[config.mk]
export PLATFORM = sky130hd
export DESIGN_NAME = bb_mem_arbiter_flat
export DESIGN_NICKNAME = d
export VERILOG_FILES = /design/src/rtl/bb_mem_arbiter_if.sv /design/src/rtl/bb_mem_arbiter.sv /design/src/flat_wrapper.sv
export SDC_FILE = /design/constraint.sdc
export NUM_CORES = 1
export LEC_CHECK = 0
export BUFFER_PORTS_ARGS = -buffer_cell sky130_fd_sc_hd__buf_2
export CORE_MARGIN = 1.5
export CORE_UTILIZATION = 40
export CTS_BUF_LIST = sky130_fd_sc_hd__clkbuf_8
export DETAILED_ROUTE_END_ITERATION = 10
export PLACE_DENSITY = 0.86
export SYNTH_ARGS = -nofsm -noshare
export SYNTH_HDL_FRONTEND = slang
export SYNTH_SLANG_ARGS = --single-unit
[constraint.sdc]
create_clock -name clk -period 1.5 [get_ports clk]
set_input_delay 0.15 -clock clk [delete_from_list [all_inputs] [get_ports clk]]
set_output_delay 0.15 -clock clk [all_outputs]
set_load 0.01 [all_outputs]
[src/rtl/bb_mem_arbiter_if.sv]
// bb_mem_arbiter_if
//   Bundles the requester-side and memory-side signals of bb_mem_arbiter.
//   Requester side: per-channel read/write requests, packed address and
//   write-data buses, shared read-data return, one-hot completion pulse and
//   a busy flag. Memory side: address, write data, read/write strobes and
//   returned read data.
//   Modports:
//     slave  - the arbiter's view (drives o_* and mem_* outputs)
//     master - the environment's view (requesters plus external memory)
interface bb_mem_arbiter_if #(
  parameter int DATA_WIDTH = 32,
  parameter int ADDR_WIDTH = 32,
  parameter int N_CH       = 2
);
  logic [N_CH-1:0]            i_ren;
  logic [N_CH-1:0]            i_wen;
  logic [N_CH*ADDR_WIDTH-1:0] i_addr;
  logic [N_CH*DATA_WIDTH-1:0] i_data;
  logic [DATA_WIDTH-1:0]      o_data;
  logic [N_CH-1:0]            o_ack;
  logic                       o_busy;
  logic [DATA_WIDTH-1:0]      mem_r_data;
  logic [DATA_WIDTH-1:0]      mem_w_data;
  logic [ADDR_WIDTH-1:0]      mem_addr;
  logic                       mem_r_en;
  logic                       mem_w_en;

  modport slave (
    input  i_ren, i_wen, i_addr, i_data, mem_r_data,
    output o_data, o_ack, o_busy, mem_w_data, mem_addr, mem_r_en, mem_w_en
  );

  modport master (
    output i_ren, i_wen, i_addr, i_data, mem_r_data,
    input  o_data, o_ack, o_busy, mem_w_data, mem_addr, mem_r_en, mem_w_en
  );
endinterface

[src/rtl/bb_mem_arbiter.sv]
// bb_mem_arbiter
//   Round-robin arbiter in front of a single external memory port. One access
//   is in flight at a time: IDLE picks a winner, ISSUE pulses one strobe,
//   WAIT counts down the read latency, DONE pulses the winner's ack bit.
//   Ports:
//     clk    - rising-edge clock
//     rst_n  - synchronous, active-low reset
//     bus    - bb_mem_arbiter_if.slave (requester channels + memory port)
//   Parameters: DATA_WIDTH, ADDR_WIDTH, N_CH (1..8), RD_LAT (1..15).
module bb_mem_arbiter #(
  parameter int DATA_WIDTH = 32,
  parameter int ADDR_WIDTH = 32,
  parameter int N_CH       = 2,
  parameter int RD_LAT     = 1
) (
  input  logic            clk,
  input  logic            rst_n,
  bb_mem_arbiter_if.slave bus
);
  localparam int IDX_W = (N_CH > 1) ? $clog2(N_CH) : 1;

  typedef enum logic [1:0] {IDLE, ISSUE, WAIT, DONE} state_t;

  state_t                state_q;
  logic [IDX_W-1:0]      ptr_q;
  logic [IDX_W-1:0]      grant_q;
  logic                  op_wr_q;
  logic [3:0]            cnt_q;
  logic [DATA_WIDTH-1:0] o_data_q;
  logic [DATA_WIDTH-1:0] mem_w_data_q;
  logic [ADDR_WIDTH-1:0] mem_addr_q;
  logic [N_CH-1:0]       o_ack_q;
  logic                  o_busy_q;
  logic                  mem_r_en_q;
  logic                  mem_w_en_q;

  logic [N_CH-1:0]       active;
  logic [ADDR_WIDTH-1:0] ch_addr [N_CH];
  logic [DATA_WIDTH-1:0] ch_data [N_CH];
  logic                  win_found;
  logic [IDX_W-1:0]      win_idx;
  logic [IDX_W-1:0]      ptr_d;

  for (genvar gi = 0; gi < N_CH; gi++) begin : g_ch
    assign active[gi]  = bus.i_ren[gi] | bus.i_wen[gi];
    assign ch_addr[gi] = bus.i_addr[gi*ADDR_WIDTH +: ADDR_WIDTH];
    assign ch_data[gi] = bus.i_data[gi*DATA_WIDTH +: DATA_WIDTH];
  end

  // First active channel at or above ptr_q, wrapping back to channel 0.
  always_comb begin
    int               idx;
    logic [IDX_W-1:0] cand;
    win_found = 1'b0;
    win_idx   = '0;
    idx       = 0;
    cand      = '0;
    for (int j = 0; j < N_CH; j++) begin
      idx = int'(ptr_q) + j;
      if (idx >= N_CH) idx = idx - N_CH;
      cand = IDX_W'(idx);
      if (!win_found && active[cand]) begin
        win_found = 1'b1;
        win_idx   = cand;
      end
    end
  end

  // Pointer moves just past the winner so it has lowest priority next time.
  always_comb begin
    if (int'(win_idx) == N_CH - 1) ptr_d = '0;
    else                           ptr_d = win_idx + 1'b1;
  end

  always_ff @(posedge clk) begin
    if (!rst_n) begin
      state_q      <= IDLE;
      ptr_q        <= '0;
      grant_q      <= '0;
      op_wr_q      <= 1'b0;
      cnt_q        <= '0;
      o_data_q     <= '0;
      mem_w_data_q <= '0;
      mem_addr_q   <= '0;
      o_ack_q      <= '0;
      o_busy_q     <= 1'b0;
      mem_r_en_q   <= 1'b0;
      mem_w_en_q   <= 1'b0;
    end else begin
      // Strobes and ack are single-cycle pulses unless re-asserted below.
      mem_r_en_q <= 1'b0;
      mem_w_en_q <= 1'b0;
      o_ack_q    <= '0;
      unique case (state_q)
        IDLE: begin
          if (win_found) begin
            grant_q    <= win_idx;
            ptr_q      <= ptr_d;
            op_wr_q    <= bus.i_wen[win_idx];
            mem_addr_q <= ch_addr[win_idx];
            // Write wins over a simultaneous read request on the same channel.
            if (bus.i_wen[win_idx]) begin
              mem_w_data_q <= ch_data[win_idx];
              mem_w_en_q   <= 1'b1;
            end else begin
              mem_r_en_q <= 1'b1;
            end
            o_busy_q <= 1'b1;
            state_q  <= ISSUE;
          end
        end
        ISSUE: begin
          if (op_wr_q) begin
            o_ack_q <= N_CH'(1) << grant_q;
            state_q <= DONE;
          end else begin
            cnt_q   <= 4'(RD_LAT);
            state_q <= WAIT;
          end
        end
        WAIT: begin
          cnt_q <= cnt_q - 4'd1;
          // cnt_q reaches 1 exactly RD_LAT cycles after the ISSUE cycle.
          if (cnt_q == 4'd1) begin
            o_data_q <= bus.mem_r_data;
            o_ack_q  <= N_CH'(1) << grant_q;
            state_q  <= DONE;
          end
        end
        DONE: begin
          o_busy_q <= 1'b0;
          state_q  <= IDLE;
        end
        default: state_q <= IDLE;
      endcase
    end
  end

  assign bus.o_data     = o_data_q;
  assign bus.o_ack      = o_ack_q;
  assign bus.o_busy     = o_busy_q;
  assign bus.mem_w_data = mem_w_data_q;
  assign bus.mem_addr   = mem_addr_q;
  assign bus.mem_r_en   = mem_r_en_q;
  assign bus.mem_w_en   = mem_w_en_q;
endmodule

[src/flat_wrapper.sv]
// flat-port wrapper written by rule: the top's interface ports become plain ports
module bb_mem_arbiter_flat 
#(
  parameter int DATA_WIDTH = 32,
  parameter int ADDR_WIDTH = 32,
  parameter int N_CH       = 2,
  parameter int RD_LAT     = 1
)
  (clk, rst_n, bus_i_ren, bus_i_wen, bus_i_addr, bus_i_data, bus_mem_r_data, bus_o_data, bus_o_ack, bus_o_busy, bus_mem_w_data, bus_mem_addr, bus_mem_r_en, bus_mem_w_en);
  bb_mem_arbiter_if #(.DATA_WIDTH(DATA_WIDTH), .ADDR_WIDTH(ADDR_WIDTH), .N_CH(N_CH)) bus_i ();
  input  logic clk;
  input  logic rst_n;
  input wire logic [$bits(bus_i.i_ren)-1:0] bus_i_ren;
  input wire logic [$bits(bus_i.i_wen)-1:0] bus_i_wen;
  input wire logic [$bits(bus_i.i_addr)-1:0] bus_i_addr;
  input wire logic [$bits(bus_i.i_data)-1:0] bus_i_data;
  input wire logic [$bits(bus_i.mem_r_data)-1:0] bus_mem_r_data;
  output wire logic [$bits(bus_i.o_data)-1:0] bus_o_data;
  output wire logic [$bits(bus_i.o_ack)-1:0] bus_o_ack;
  output wire logic [$bits(bus_i.o_busy)-1:0] bus_o_busy;
  output wire logic [$bits(bus_i.mem_w_data)-1:0] bus_mem_w_data;
  output wire logic [$bits(bus_i.mem_addr)-1:0] bus_mem_addr;
  output wire logic [$bits(bus_i.mem_r_en)-1:0] bus_mem_r_en;
  output wire logic [$bits(bus_i.mem_w_en)-1:0] bus_mem_w_en;
  assign bus_i.i_ren = bus_i_ren;
  assign bus_i.i_wen = bus_i_wen;
  assign bus_i.i_addr = bus_i_addr;
  assign bus_i.i_data = bus_i_data;
  assign bus_i.mem_r_data = bus_mem_r_data;
  assign bus_o_data = bus_i.o_data;
  assign bus_o_ack = bus_i.o_ack;
  assign bus_o_busy = bus_i.o_busy;
  assign bus_mem_w_data = bus_i.mem_w_data;
  assign bus_mem_addr = bus_i.mem_addr;
  assign bus_mem_r_en = bus_i.mem_r_en;
  assign bus_mem_w_en = bus_i.mem_w_en;
  bb_mem_arbiter #(.DATA_WIDTH(DATA_WIDTH), .ADDR_WIDTH(ADDR_WIDTH), .N_CH(N_CH), .RD_LAT(RD_LAT)) u_core (.clk(clk), .rst_n(rst_n), .bus(bus_i));
endmodule
; Word-level counts from Yosys, hierarchy flattened
; Cells that the tools add are included.
[totals]
output_inout_bits = 101
wordCells = 78
input_bits = 166
ff_bits = 110
[classes]
mux = 32
n_bitwise = 3
n_reduce_logical = 12
order_cmp = 6
addsub = 5
n_eq_ne = 7
n_shift = 1
[op_table]
columns = operator, n
row1 = two-way mux 32 bit, 6
row2 = two-way mux 1 bit, 17
row3 = AND reduction 2 bit, 5
row4 = two-way mux 2 bit, 4
row5 = case mux 2 bit (4 select lines), 1
row6 = case mux 4 bit (2 select lines), 1
row7 = < comparator 1 x 2 -> 1 bit (second input constant), 3
row8 = AND reduction 3 bit, 2
row9 = == test 2 bit (second input constant), 2
row10 = == test 4 x 1 -> 1 bit (second input constant), 1
row11 = greater-or-equal comparator 2 bit (second input constant), 2
row12 = two-way mux 4 bit, 1
row13 = inequality test 2 x 1 -> 1 bit (second input constant), 2
row14 = case mux 2 bit (2 select lines), 1
row15 = nonzero test 2 bit, 2
row16 = subtractor 4 x 1 -> 4 bit (second input constant), 1
row17 = adder 1 x 1 -> 2 bit (second input constant), 1
row18 = == test 2 x 1 -> 1 bit (second input constant), 1
row19 = greater-or-equal comparator 1 x 2 -> 1 bit (second input constant), 1
row20 = zero test 2 bit, 1
row21 = inequality test 2 bit (second input constant), 1
row22 = inverter 1 -> 2 bit, 1
row23 = bitwise OR 1 bit, 2
row24 = case mux 1 bit (2 select lines), 1
row25 = other kinds (5), 6

; Depth between registers and ports, before layout
; Gate-level depths: netlist of run 1.
[depth]
ltp_word = 12
ltp_mapped = 7
mapped_depth_nobuf = 6

; Worst setup path after synthesis of run 1
; Ideal clock, no wire load.
[synth_path]
path_kind = register to register
start = reg u_core.state_q[0]
end = reg u_core.mem_addr_q[22], in the netlist u_core.bus.mem_addr[22]
period_less_slack_ns = 1.551
setup_ns = 0.128
path_stages_with_launch = 8
required_ns = 1.372
slack_ns = -0.051
path_buffers = 2
arrival_time_ns = 1.423
cell_sequence = dfxtp_1 -> inv_1 -> ha_1 -> and3b_1 -> clkbuf_1 -> buf_2 -> a222oi_1 -> nor2_1
[synth_via]
elab_chain_cells = 2
[synth_rtl]
columns = item, line_no
row1 = from (decl), bb_mem_arbiter.sv:24  ; state_t state_q;
row2 = from (signal assigned), bb_mem_arbiter.sv:77  ; state_q <= IDLE;
row3 = from (signal assigned), bb_mem_arbiter.sv:109  ; state_q <= ISSUE;
row4 = from (signal assigned), bb_mem_arbiter.sv:115  ; state_q <= DONE;
row5 = zero test 2 bit, bb_mem_arbiter.sv:94  ; unique case (state_q)
row6 = AND reduction 2 bit (no line), n/a
row7 = to (signal assigned), bb_mem_arbiter.sv:100  ; mem_addr_q <= ch_addr[win_idx];
row8 = to (decl), bb_mem_arbiter.sv:31  ; logic [ADDR_WIDTH-1:0] mem_addr_q;
; Every way passes these cells.
; A chain may end at the register's enable or synchronous reset.

; Final worst setup path of run 1
[layout_path]
start = reg u_core.cnt_q[1]
end = reg u_core.state_q[0]
[layout_via]
elab_chain_cells = 3
[layout_rtl]
columns = item, line_no
row1 = from (decl), bb_mem_arbiter.sv:28  ; logic [3:0] cnt_q;
row2 = from (signal assigned), bb_mem_arbiter.sv:117  ; cnt_q <= 4'(RD_LAT);
row3 = from (signal assigned), bb_mem_arbiter.sv:122  ; cnt_q <= cnt_q - 4'd1;
row4 = == test 4 x 1 -> 1 bit, bb_mem_arbiter.sv:124  ; if (cnt_q == 4'd1) begin
row5 = inequality test 2 x 1 -> 1 bit (no line), n/a
row6 = AND reduction 2 bit (no line), n/a
row7 = to (signal assigned), bb_mem_arbiter.sv:127  ; state_q <= DONE;
row8 = to (signal assigned), bb_mem_arbiter.sv:132  ; state_q <= IDLE;
row9 = to (signal assigned), bb_mem_arbiter.sv:134  ; default: state_q <= IDLE;
; Every way passes these cells.

==> results.sh, run 1 <==
export IMPL_max_stage_delay_ps=350
export IMPL_ant_nets=0
export IMPL_fin_crit_sh_pct=99.9
export IMPL_grt_pass1_vias=4020
export IMPL_clockRootBuffer="clkbuf_8"
export IMPL_syn_num_nets=644
export IMPL_peakVddDrop_v=0.00106
export IMPL_swShare_pct=36.2
export IMPL_clock_sinks=110
export IMPL_power_density_nw_per_um2=1640
export IMPL_fill_cells=963
export IMPL_antenna_found_initial=0
export IMPL_cts_tree="yes"
export IMPL_rr_worst_depth=6
export IMPL_crit_family="compound AO/OA/AOI/OAI gates"
export IMPL_critPathKind="register to register"
export IMPL_gr_total_overflow=0
export IMPL_synth_area_sq_um=4380
export IMPL_finish_utilization_pct=59.4
export IMPL_critPathRequiredTime_ps=1740
export IMPL_pwr_share_seq_pct=39.4
export IMPL_coreArea_sq_um=10700
export IMPL_syn_to_final_growth_pct=45.9
export IMPL_tns_ps=0
export IMPL_finalMaxSlewViolations=0
export IMPL_design_area_sq_um=6390
export IMPL_die_x_um=108
export IMPL_cp_slowest_cell="or3b_1"
export IMPL_cp_start_kind="register"
export IMPL_io_pin_count=267
export IMPL_viasPerCell=5.09
export IMPL_hold_path_class="input pin to register"
export IMPL_grt_pass1_wl_um=18400
export IMPL_final_hold_viol_count=0
export IMPL_initial_core_util_pct=40.7
export IMPL_crit_buf_inv=1
export IMPL_drv_cap=0
export IMPL_synth_seq_cells=110
export IMPL_nNetsFinal=920
export IMPL_worst_pin_slew_ps=371
export IMPL_die_area_sq_um=11600
export IMPL_synth_seq_area_share_pct=50.3
export IMPL_final_setup_viol_count=0
export IMPL_whs_path_depth=3
export IMPL_synth_edff_count=0
export IMPL_num_rows=38
export IMPL_worst_ep_arrival_time_ps=1740
export IMPL_min_from="bus_i_addr[13]"
export IMPL_ys_flop_type="dfxtp_1"
export IMPL_via_count=4537
export IMPL_yosys_cell_types_count=39
export IMPL_yosys_warnings=0
export IMPL_antenna_cells=0
export IMPL_netSwitchingPower_w=0.00378
export IMPL_p_clk_share_pct=17.7
export IMPL_place_gp_congestion=0.758
export IMPL_die_h_um=108
export IMPL_h_tree_depth=3
export IMPL_grt_max_degree=44
export IMPL_max_freq_mhz=667
export IMPL_hold_end="u_core.bus.mem_addr[13]"
export IMPL_syn_avg_cell_area_sq_um=9.30
export IMPL_track_usage_pct=19.9
export IMPL_finClkSkew_ps=11.4
export IMPL_async_flop_share_pct=0
export IMPL_worstSetupEndpointType="register"
export IMPL_placed_cell_area_sq_um=5900
export IMPL_insertion_delay_ps=360
export IMPL_period_needed_ps=1500
export IMPL_comb_power_share_pct=42.8
export IMPL_layout_setup_ws_ps=1.01
export IMPL_syn_inst=471
export IMPL_status="complete, no violations"
export IMPL_portBuffers=266
export IMPL_clockBufferDepth=2
export IMPL_leakagePower_nw=3.16
export IMPL_drt_iter0_markers=399
export IMPL_register_area_sq_um=2210
export IMPL_routed_wl_um=12700
export IMPL_dp_final_hpwl_um=8740
export IMPL_crit_chain="inv_2 > ha_4 > or3b_1 > a22o_1 > a21oi_1 > o32ai_1"
export IMPL_reg2reg_from="u_core.cnt_q[1]"
export IMPL_r2r_end="u_core.state_q[0]"
export IMPL_firstDrtPassIters=7
export IMPL_wire_per_inst_um=14.3
export IMPL_route_detailed_drc=0
export IMPL_crit_fanout=3
export IMPL_pre_cts_ws_ps=-62.2
export IMPL_clk_pin_slew_ps=110
export IMPL_multi_input_area_sq_um=1970
export IMPL_rsz0062_at_grt="true"
export IMPL_drive_gt1_share_pct=43.1
export IMPL_p_int_w=0.00667
export IMPL_reg2reg_slack_ps=1
export IMPL_numCtsBuffers=9
export IMPL_maxSlewHeadroom_pct=75.1
worst max-delay path by stage:
stage | start | endpoint | cells past startpoint
final | u_core.cnt_q[1] | u_core.state_q[0] | 6
after global routing | u_core.cnt_q[1] | u_core.state_q[1] | 6
after CTS | u_core.cnt_q[1] | u_core.state_q[0] | 6
after detailed placement | u_core.state_q[0] | u_core.bus.mem_addr[17] | 6
after global placement | u_core.cnt_q[0] | u_core.state_q[1] | 5
after floorplan | u_core.state_q[0] | u_core.bus.mem_addr[22] | 7
placed cells by master, fill, tap and decap left out, types with 12 or more instances in the layout:
cell	Yosys	final
a21oi_1	71	71
a222oi_1	32	32
buf_2	7	266
buf_4	2	12
dfxtp_1	110	105
dlygate4sd3_1	0	15
mux2i_1	33	33
nand2_1	71	71
nor2_1	40	40
o21ai_0	25	18
o21ai_1	11	18
tightest hold or removal path, stage by stage:
cell,delay (ps)
buf_2,70
a222oi_1,50
nor2_1,80
stage by stage:
step | hold WS (ps) | instances | power, W
after floorplan | 286 | 471 | 0.00685
after global placement | 382 | 857 | 0.00821
after detailed placement | 390 | 857 | 0.00831
after CTS | 0.110 | 885 | 0.0103
after global routing | 0.493 | 892 | 0.0111
final | 12.5 | 892 | 0.0105
what timing repair did:
item / CTS / global route
setup buffers: 0 / 2
endpoints found under the setup margin: 60 / 96
resized for setup: 5 / 19
pin swaps: 2 / 5
gates cloned: 0 / 2
endpoints found under the hold margin: 12 / 3
hold buffers: 12 / 3
cells by family after synthesis:
family	after synthesis	synth area share [%]
compound gates	149	21.7
buf+inv	46	6.20
simple gates	125	12.0
mux	34	7.80
fa+ha+maj	7	2.00
flops	110	50.3
power by group through the flow:
| stage | combinational (W) | clock (W) | sequential (W) |
|---|---|---|---|
| 2_1_floorplan | 0.00236 | 0 | 0.00450 |
| 3_3_place_gp | 0.00407 | 0 | 0.00414 |
| 3_5_place_dp | 0.00416 | 0 | 0.00415 |
| 4_1_cts | 0.00424 | 0.00193 | 0.00410 |
| 5_1_grt | 0.00488 | 0.00203 | 0.00421 |
| 6_report | 0.00448 | 0.00185 | 0.00412 |
cell usage after synthesis (3+ instances only):
cell type	number	area [sq um]
a21oi_1	71	355
buf_8	3	45.0
mux2i_1	33	330
nor2_1	40	150
buf_6	6	67.6
buf_2	7	35.0
nand2_1	71	267
o21ai_0	25	125
o21ai_1	11	55.1
a222oi_1	32	320
ha_1	7	87.6
inv_1	6	22.5
clkbuf_1	21	78.8
dfxtp_1	110	2200
area by class of cell:
class	instances	share of cell area [%]
clock buffers	10	2.16
multi-input cells	315	30.8
clock inverters	6	1.08
repair buffers	305	28.3
well taps	140	2.74
inverters	6	0.353
flip-flops and latches	110	34.6
flip-flops by register name (all words and copies together), names as in the netlist:
| name | flops |
|---|---|
| u_core.bus.mem_addr | 32 |
| u_core.bus.mem_w_data | 32 |
| u_core.bus.o_data | 32 |
| u_core.cnt_q | 4 |
| u_core.bus.o_ack | 2 |
| u_core.state_q | 2 |
| u_core.bus.mem_r_en | 1 |
| u_core.bus.mem_w_en | 1 |
| u_core.bus.o_busy | 1 |
| u_core.grant_q | 1 |
| u_core.op_wr_q | 1 |
| u_core.ptr_q | 1 |
routing by layer:
metal | global-route usage [%] | vias to the layer above | share of wire (%) | wire length [um]
met1 | 22.8 | 2112 | 40 | 5110
met5 | 0 | - | 0 | 0
met3 | 4.42 | 14 | 6.3 | 797
li1 | - | 2243 | - | -
met2 | 36.1 | 168 | 52 | 6630
met4 | 7.14 | 0 | 1.5 | 194
Power figures use the tool's default switching activity.
==> run 2: changes to the inputs <==
--- a/config.mk
+++ b/config.mk
@@ -5,9 +5,10 @@
 export SDC_FILE = /design/constraint.sdc
 export NUM_CORES = 1
 export LEC_CHECK = 0
+export ABC_AREA = 1
 export BUFFER_PORTS_ARGS = -buffer_cell sky130_fd_sc_hd__buf_2
 export CORE_MARGIN = 1.5
-export CORE_UTILIZATION = 40
+export CORE_UTILIZATION = 42
 export CTS_BUF_LIST = sky130_fd_sc_hd__clkbuf_8
 export DETAILED_ROUTE_END_ITERATION = 10
 export PLACE_DENSITY = 0.86
==> run 2 against run 1 <==
Design area up 8.5%; register-to-register slack better by 120 ps; hold slack better by 47 ps; worst setup slack better by 120 ps; combinational power up 21%; sequential power up 1%; power up 7.4%.
==> results.sh, run 2 <==
export IMPL_critPathRequiredTime_ps=1750
export IMPL_layout_common_cells="nand2_1 (271), buf_2 (266), nor2_1 (141)"
export IMPL_syn_avg_cell_area_sq_um=6.38
export IMPL_cts_tree="yes"
export IMPL_cp_slowest_cell="dfxtp_1"
export IMPL_io_pin_count=267
export IMPL_power_density_nw_per_um2=1620
export IMPL_swShare_pct=40.8
export IMPL_portBuffers=266
export IMPL_grt_pass1_vias=4787
export IMPL_register_area_sq_um=2200
export IMPL_final_setup_viol_count=0
export IMPL_grt_max_degree=66
export IMPL_holdBufCountCts=0
export IMPL_antenna_cells=0
export IMPL_place_gp_congestion=0.835
export IMPL_routed_wl_um=13500
export IMPL_yosys_cell_types_count=24
export IMPL_die_x_um=114
export IMPL_clk_pin_slew_ps=100
export IMPL_finClkSkew_ps=8.42
export IMPL_max_freq_mhz=724
export IMPL_die_area_sq_um=12900
export IMPL_synth_seq_area_share_pct=42.8
export IMPL_ant_nets=0
export IMPL_yosysMostFrequentCell="nand2_1"
export IMPL_crit_top_cell="nand2_1"
export IMPL_ys_top_cells_by_area="dfxtp_1 (43%), nand2_1 (20%), nor2_1 (10%)"
export IMPL_crit_family="simple AND/OR/NAND/NOR gates"
export IMPL_via_count=5446
export IMPL_clockRootBuffer="clkbuf_8"
export IMPL_finalMaxSlewViolations=0
export IMPL_worstSetupEndpointType="register"
export IMPL_cp_start_kind="register"
export IMPL_antenna_found_initial=0
export IMPL_fin_crit_sh_pct=92.0
export IMPL_maxSlewHeadroom_pct=84.7
export IMPL_drv_cap=0
export IMPL_grt_pass1_wl_um=21100
export IMPL_p_clk_share_pct=14.5
export IMPL_max_stage_delay_ps=340
export IMPL_initial_core_util_pct=43.0
export IMPL_syn_to_final_growth_pct=34.8
export IMPL_die_h_um=114
export IMPL_gr_total_overflow=0
export IMPL_status="complete, no violations"
export IMPL_netSwitchingPower_w=0.00458
export IMPL_peakVddDrop_v=0.000702
export IMPL_drt_iter0_markers=246
export IMPL_p_int_w=0.00664
export IMPL_netlist_area_leader_share_pct=42.8
export IMPL_clock_sinks=110
export IMPL_finish_utilization_pct=57.9
export IMPL_critPathKind="register to register"
export IMPL_num_rows=40
export IMPL_synth_edff_count=0
export IMPL_fill_cells=1146
export IMPL_route_detailed_drc=0
export IMPL_dp_final_hpwl_um=10100
export IMPL_viasPerCell=4.49
export IMPL_holdWs_ps=59.1
export IMPL_worst_ep_arrival_time_ps=1630
export IMPL_syn_num_nets=979
export IMPL_cts_setup_buffers=0
export IMPL_crit_chain="buf_4 > ha_1 > nand2_2 > nand2_1 > nand2_1 > inv_1 > nor2_2 > xnor2_1 > nor2_1"
export IMPL_numCtsBuffers=9
export IMPL_crit_fanout=3
export IMPL_wire_per_inst_um=11.1
export IMPL_multi_input_area_sq_um=2340
export IMPL_drive_gt1_share_pct=30.1
export IMPL_comb_power_share_pct=48.3
export IMPL_async_flop_share_pct=0
export IMPL_firstDrtPassIters=5
export IMPL_final_common_cell="nand2_1"
export IMPL_leakagePower_nw=3.94
export IMPL_syn_inst=806
export IMPL_period_needed_ps=1380
export IMPL_final_hold_viol_count=0
export IMPL_nNetsFinal=1233
export IMPL_h_tree_depth=3
export IMPL_worst_pin_slew_ps=228
export IMPL_insertion_delay_ps=360
export IMPL_crit_buf_inv=2
export IMPL_hold_path_class="input pin to register"
export IMPL_synth_top_area_cell="dfxtp_1"
export IMPL_pwr_share_seq_pct=37.2
export IMPL_clockBufferDepth=2
export IMPL_yosys_warnings=0
export IMPL_track_usage_pct=20.2
export IMPL_synth_common_cells="nand2_1 (272), nor2_1 (142), dfxtp_1 (110)"
export IMPL_synth_area_sq_um=5140
export IMPL_synth_seq_cells=110
export IMPL_coreArea_sq_um=12000
export IMPL_ys_flop_type="dfxtp_1"
==> run 2: cell types whose count changed after synthesis, moves of 26 or more <==
cell | before | now
inv_1 | 6 | 103
a222oi_1 | 32 | 0
nand2_1 | 71 | 272
mux2i_1 | 33 | 0
nand3_1 | 1 | 27
nor2_1 | 40 | 142
==> run 2: metal layers <==
layer	GRT usage, %	routed length [um]	up-vias
met3	4.68	836	14
met1	23.3	5950	2355
met5	0	0	-
li1	-	-	2909
met4	7.67	219	0
met2	36.4	6450	168
==> run 2: cell type report <==
type / count / share of cell area, %
tap: 147 / 2.65
sequential: 110 / 31.8
multi-input combinational: 546 / 33.8
clock inverter: 6 / 0.542
clock buffer: 10 / 1.99
timing repair buffer: 289 / 23.6
inverter: 104 / 5.63
==> run 2: power by group through the flow <==
stage                     sequential, W  clock, W  combinational, W
after floorplan                 0.00461         0           0.00299
after global placement          0.00419         0           0.00526
after detailed placement        0.00423         0           0.00537
after CTS                       0.00417   0.00171           0.00541
after global routing            0.00429   0.00183           0.00610
final                           0.00417   0.00163           0.00542
==> run 2: tightest hold or removal path, stage by stage <==
cell	delay (ps)
buf_2	70
o21ai_1	50
a21oi_1	110
==> run 2: kinds of logic (layout without fill, tap and decap cells) <==
group / count (synthesis) / count (layout) / share of synthesized area (%)
xor+xnor: 1 / 1 / 0.170
fa+ha+maj: 7 / 7 / 1.70
buf+inv: 150 / 409 / 12.2
flops: 110 / 110 / 42.8
simple gates: 447 / 447 / 33.8
compound gates: 91 / 91 / 9.28
==> run 2: path summary, 6_finish.rpt <==
check,slack (ps),cells past startpoint,startpoint,to
hold reg to reg,450,2,u_core.bus.o_data[17],u_core.bus.o_data[17]
setup / recovery,120,9,u_core.state_q[0],u_core.cnt_q[3]
hold / removal,60,3,bus_mem_r_data[3],u_core.bus.o_data[3]
setup reg to reg,120,9,u_core.state_q[0],u_core.cnt_q[3]
==> run 2: what timing repair did <==
item	4_1_cts	5_1_grt
endpoints found under the hold margin	0	0
gates cloned	0	0
resized for setup	1	7
pin swaps	0	1
endpoints found under the setup margin	1	47
==> run 2: metrics by stage <==
step | std cells | power [W] | TNS, ps | worst slack, ps | area [sq um]
global route | 1212 | 0.0122 | -10.2 | -10.2 | 6930
global placement | 1196 | 0.00945 | 0 | 117 | 6730
finish | 1212 | 0.0112 | 0 | 119 | 6930
floorplan | 806 | 0.00760 | -53.4 | -5.94 | 5140
CTS | 1212 | 0.0113 | 0 | 22.1 | 6910
detailed placement | 1196 | 0.00961 | 0 | 23.0 | 6730
==> run 3: changes to the inputs <==
--- a/config.mk
+++ b/config.mk
@@ -8,10 +8,10 @@
 export ABC_AREA = 1
 export BUFFER_PORTS_ARGS = -buffer_cell sky130_fd_sc_hd__buf_2
 export CORE_MARGIN = 1.5
-export CORE_UTILIZATION = 42
+export CORE_UTILIZATION = 45
 export CTS_BUF_LIST = sky130_fd_sc_hd__clkbuf_8
 export DETAILED_ROUTE_END_ITERATION = 10
-export PLACE_DENSITY = 0.86
+export PLACE_DENSITY = 0.88
 export SYNTH_ARGS = -nofsm -noshare
 export SYNTH_HDL_FRONTEND = slang
 export SYNTH_SLANG_ARGS = --single-unit
==> constraint.sdc (replaced) <==
create_clock -name clk -period 1.6 [get_ports clk]
set_input_delay 0.16 -clock clk [delete_from_list [all_inputs] [get_ports clk]]
set_output_delay 0.16 -clock clk [all_outputs]
set_load 0.01 [all_outputs]
==> run 3 against run 2 <==
Die area is 6.5% lower; cell count down 1.2%; fmax is 8.3% lower; worst setup slack got worse by 25 ps; sequential power down 5.8%; routed wire length increased by 3.4%; non-clock buffer count fell by 7; sequential share of layout area increased by 0.13 points; clock-buffer cell count rose by 4; critical path depth unchanged; combinational power shrank 8.5%; first-iteration DRC count increased by 30%.
==> results.sh, run 3 (synthesis gave the netlist of run 2 again) <==
export IMPL_tns_ps=0
export IMPL_clock_sinks=110
export IMPL_die_x_um=110
export IMPL_syn_to_final_growth_pct=34.3
export IMPL_place_gp_congestion=0.853
export IMPL_antenna_found_initial=0
export IMPL_pre_cts_ws_ps=55.6
export IMPL_cts_tree="yes"
export IMPL_clk_pin_slew_ps=100
export IMPL_status="complete, no violations"
export IMPL_io_pin_count=267
export IMPL_maxSlewHeadroom_pct=78.7
export IMPL_worst_ep_arrival_time_ps=1750
export IMPL_track_usage_pct=21.8
export IMPL_die_area_sq_um=12100
export IMPL_holdBufCountCts=0
export IMPL_finClkSkew_ps=9.70
export IMPL_route_detailed_drc=0
export IMPL_final_common_cell="nand2_1"
export IMPL_grt_max_degree=67
export IMPL_p_total_w=0.0106
export IMPL_peakVddDrop_v=0.000818
export IMPL_finalMaxSlewViolations=0
export IMPL_layout_common_cells="nand2_1 (272), buf_2 (266), nor2_1 (142)"
export IMPL_via_count=5531
export IMPL_viasPerCell=4.62
export IMPL_critPathKind="register to register"
export IMPL_grt_pass1_wl_um=20900
export IMPL_period_needed_ps=1510
export IMPL_coreArea_sq_um=11000
export IMPL_firstDrtPassIters=5
export IMPL_antenna_cells=0
export IMPL_nNetsFinal=1226
export IMPL_portBuffers=266
export IMPL_whs_path_depth=3
export IMPL_insertion_delay_ps=370
export IMPL_dp_final_hpwl_um=10000
export IMPL_crit_fanout=4
export IMPL_worstSetupEndpointType="register"
export IMPL_drt_iter0_markers=320
export IMPL_die_h_um=110
export IMPL_placed_cell_area_sq_um=6660
export IMPL_final_setup_viol_count=0
export IMPL_h_tree_depth=3
export IMPL_rsz0062_at_grt="true"
export IMPL_power_density_nw_per_um2=1530
export IMPL_worst_pin_slew_ps=319
export IMPL_fin_crit_sh_pct=94.1
export IMPL_cp_start_kind="register"
export IMPL_ant_nets=0
export IMPL_numCtsBuffers=9
export IMPL_gr_total_overflow=0
export IMPL_clockBufferDepth=2
export IMPL_wire_per_inst_um=11.6
export IMPL_drive_gt1_share_pct=29.4
export IMPL_drv_cap=0
export IMPL_final_hold_viol_count=0
export IMPL_initial_core_util_pct=46.8
export IMPL_clockRootBuffer="clkbuf_8"
export IMPL_hold_path_class="input pin to register"
export IMPL_rr_worst_depth=9
export IMPL_routed_wl_um=13900
export IMPL_layout_setup_ws_ps=94.5
export IMPL_design_area_sq_um=6910
export IMPL_grt_pass1_vias=4925
export IMPL_fill_cells=1021
export IMPL_max_freq_mhz=664
export IMPL_num_rows=38
export IMPL_critPathRequiredTime_ps=1850
export IMPL_leakagePower_nw=3.92
-- run 3: cell count changes in the layout (fill, tap and decap cells not counted), sizes merged --
cell / previous run / this run
buf: 289 / 281
clkinv: 6 / 0
clkbuf: 10 / 15
inv: 104 / 106
-- run 3: critical path: stages, from the launching register on --
cell and delay (ps):
dfxtp_2 350, inv_1 70, buf_4 130, ha_2 230
nand2_1 100, nand2_1 120, inv_1 70, nor2_1 130
xnor2_1 140, nor2_1 60
-- run 3: what timing repair did --
item / CTS / global route
resized for setup: 0 / 4
endpoints found under the setup margin: 0 / 72
setup buffers: 0 / 0
-- run 3: area by class of cell --
class | count | area, sq um | area share, %
Sequential cell | 110 | 2200 | 31.9
Timing Repair Buffer | 282 | 1590 | 23.1
Clock inverter | 2 | 12.5 | 0.181
Tap cell | 140 | 175 | 2.54
Clock buffer | 14 | 193 | 2.79
Multi-Input combinational cell | 546 | 2340 | 33.8
Inverter | 104 | 390 | 5.65
-- run 3: metrics by stage --
| step | cells | utilization [%] | hold slack (ps) |
|---|---|---|---|
| after floorplan | 806 | - | 351 |
| after CTS | 1197 | 62.5 | 54.8 |
| after global routing | 1198 | 62.9 | 66.1 |
| after detailed placement | 1181 | 60.7 | 431 |
| after global placement | 1181 | 60.7 | 423 |
| final | 1198 | 62.9 | 68.2 |
-- run 3: final timing paths --
path	from	to	slack, ps
worst max-delay path	u_core.state_q[0]	u_core.cnt_q[3]	90
worst max register to register	u_core.state_q[0]	u_core.cnt_q[3]	90
worst min-delay path	bus_mem_r_data[16]	u_core.bus.o_data[16]	70
worst min register to register	u_core.bus.o_data[16]	u_core.bus.o_data[16]	450
-- run 3: routing by layer --
metal,vias to the layer above,track usage (%),share of wire [%]
met3,29,5.28,8.4
met5,-,0,0
met1,2386,24.2,42
met4,0,9.00,2.2
met2,214,39.6,48
li1,2902,-,-
-- run 3: power breakdown --
group          total [W]  switching, W  internal, W
registers        0.00393      0.000385      0.00354
clock network    0.00169      0.000904     0.000783
logic            0.00496       0.00299      0.00197
total             0.0106       0.00428      0.00629
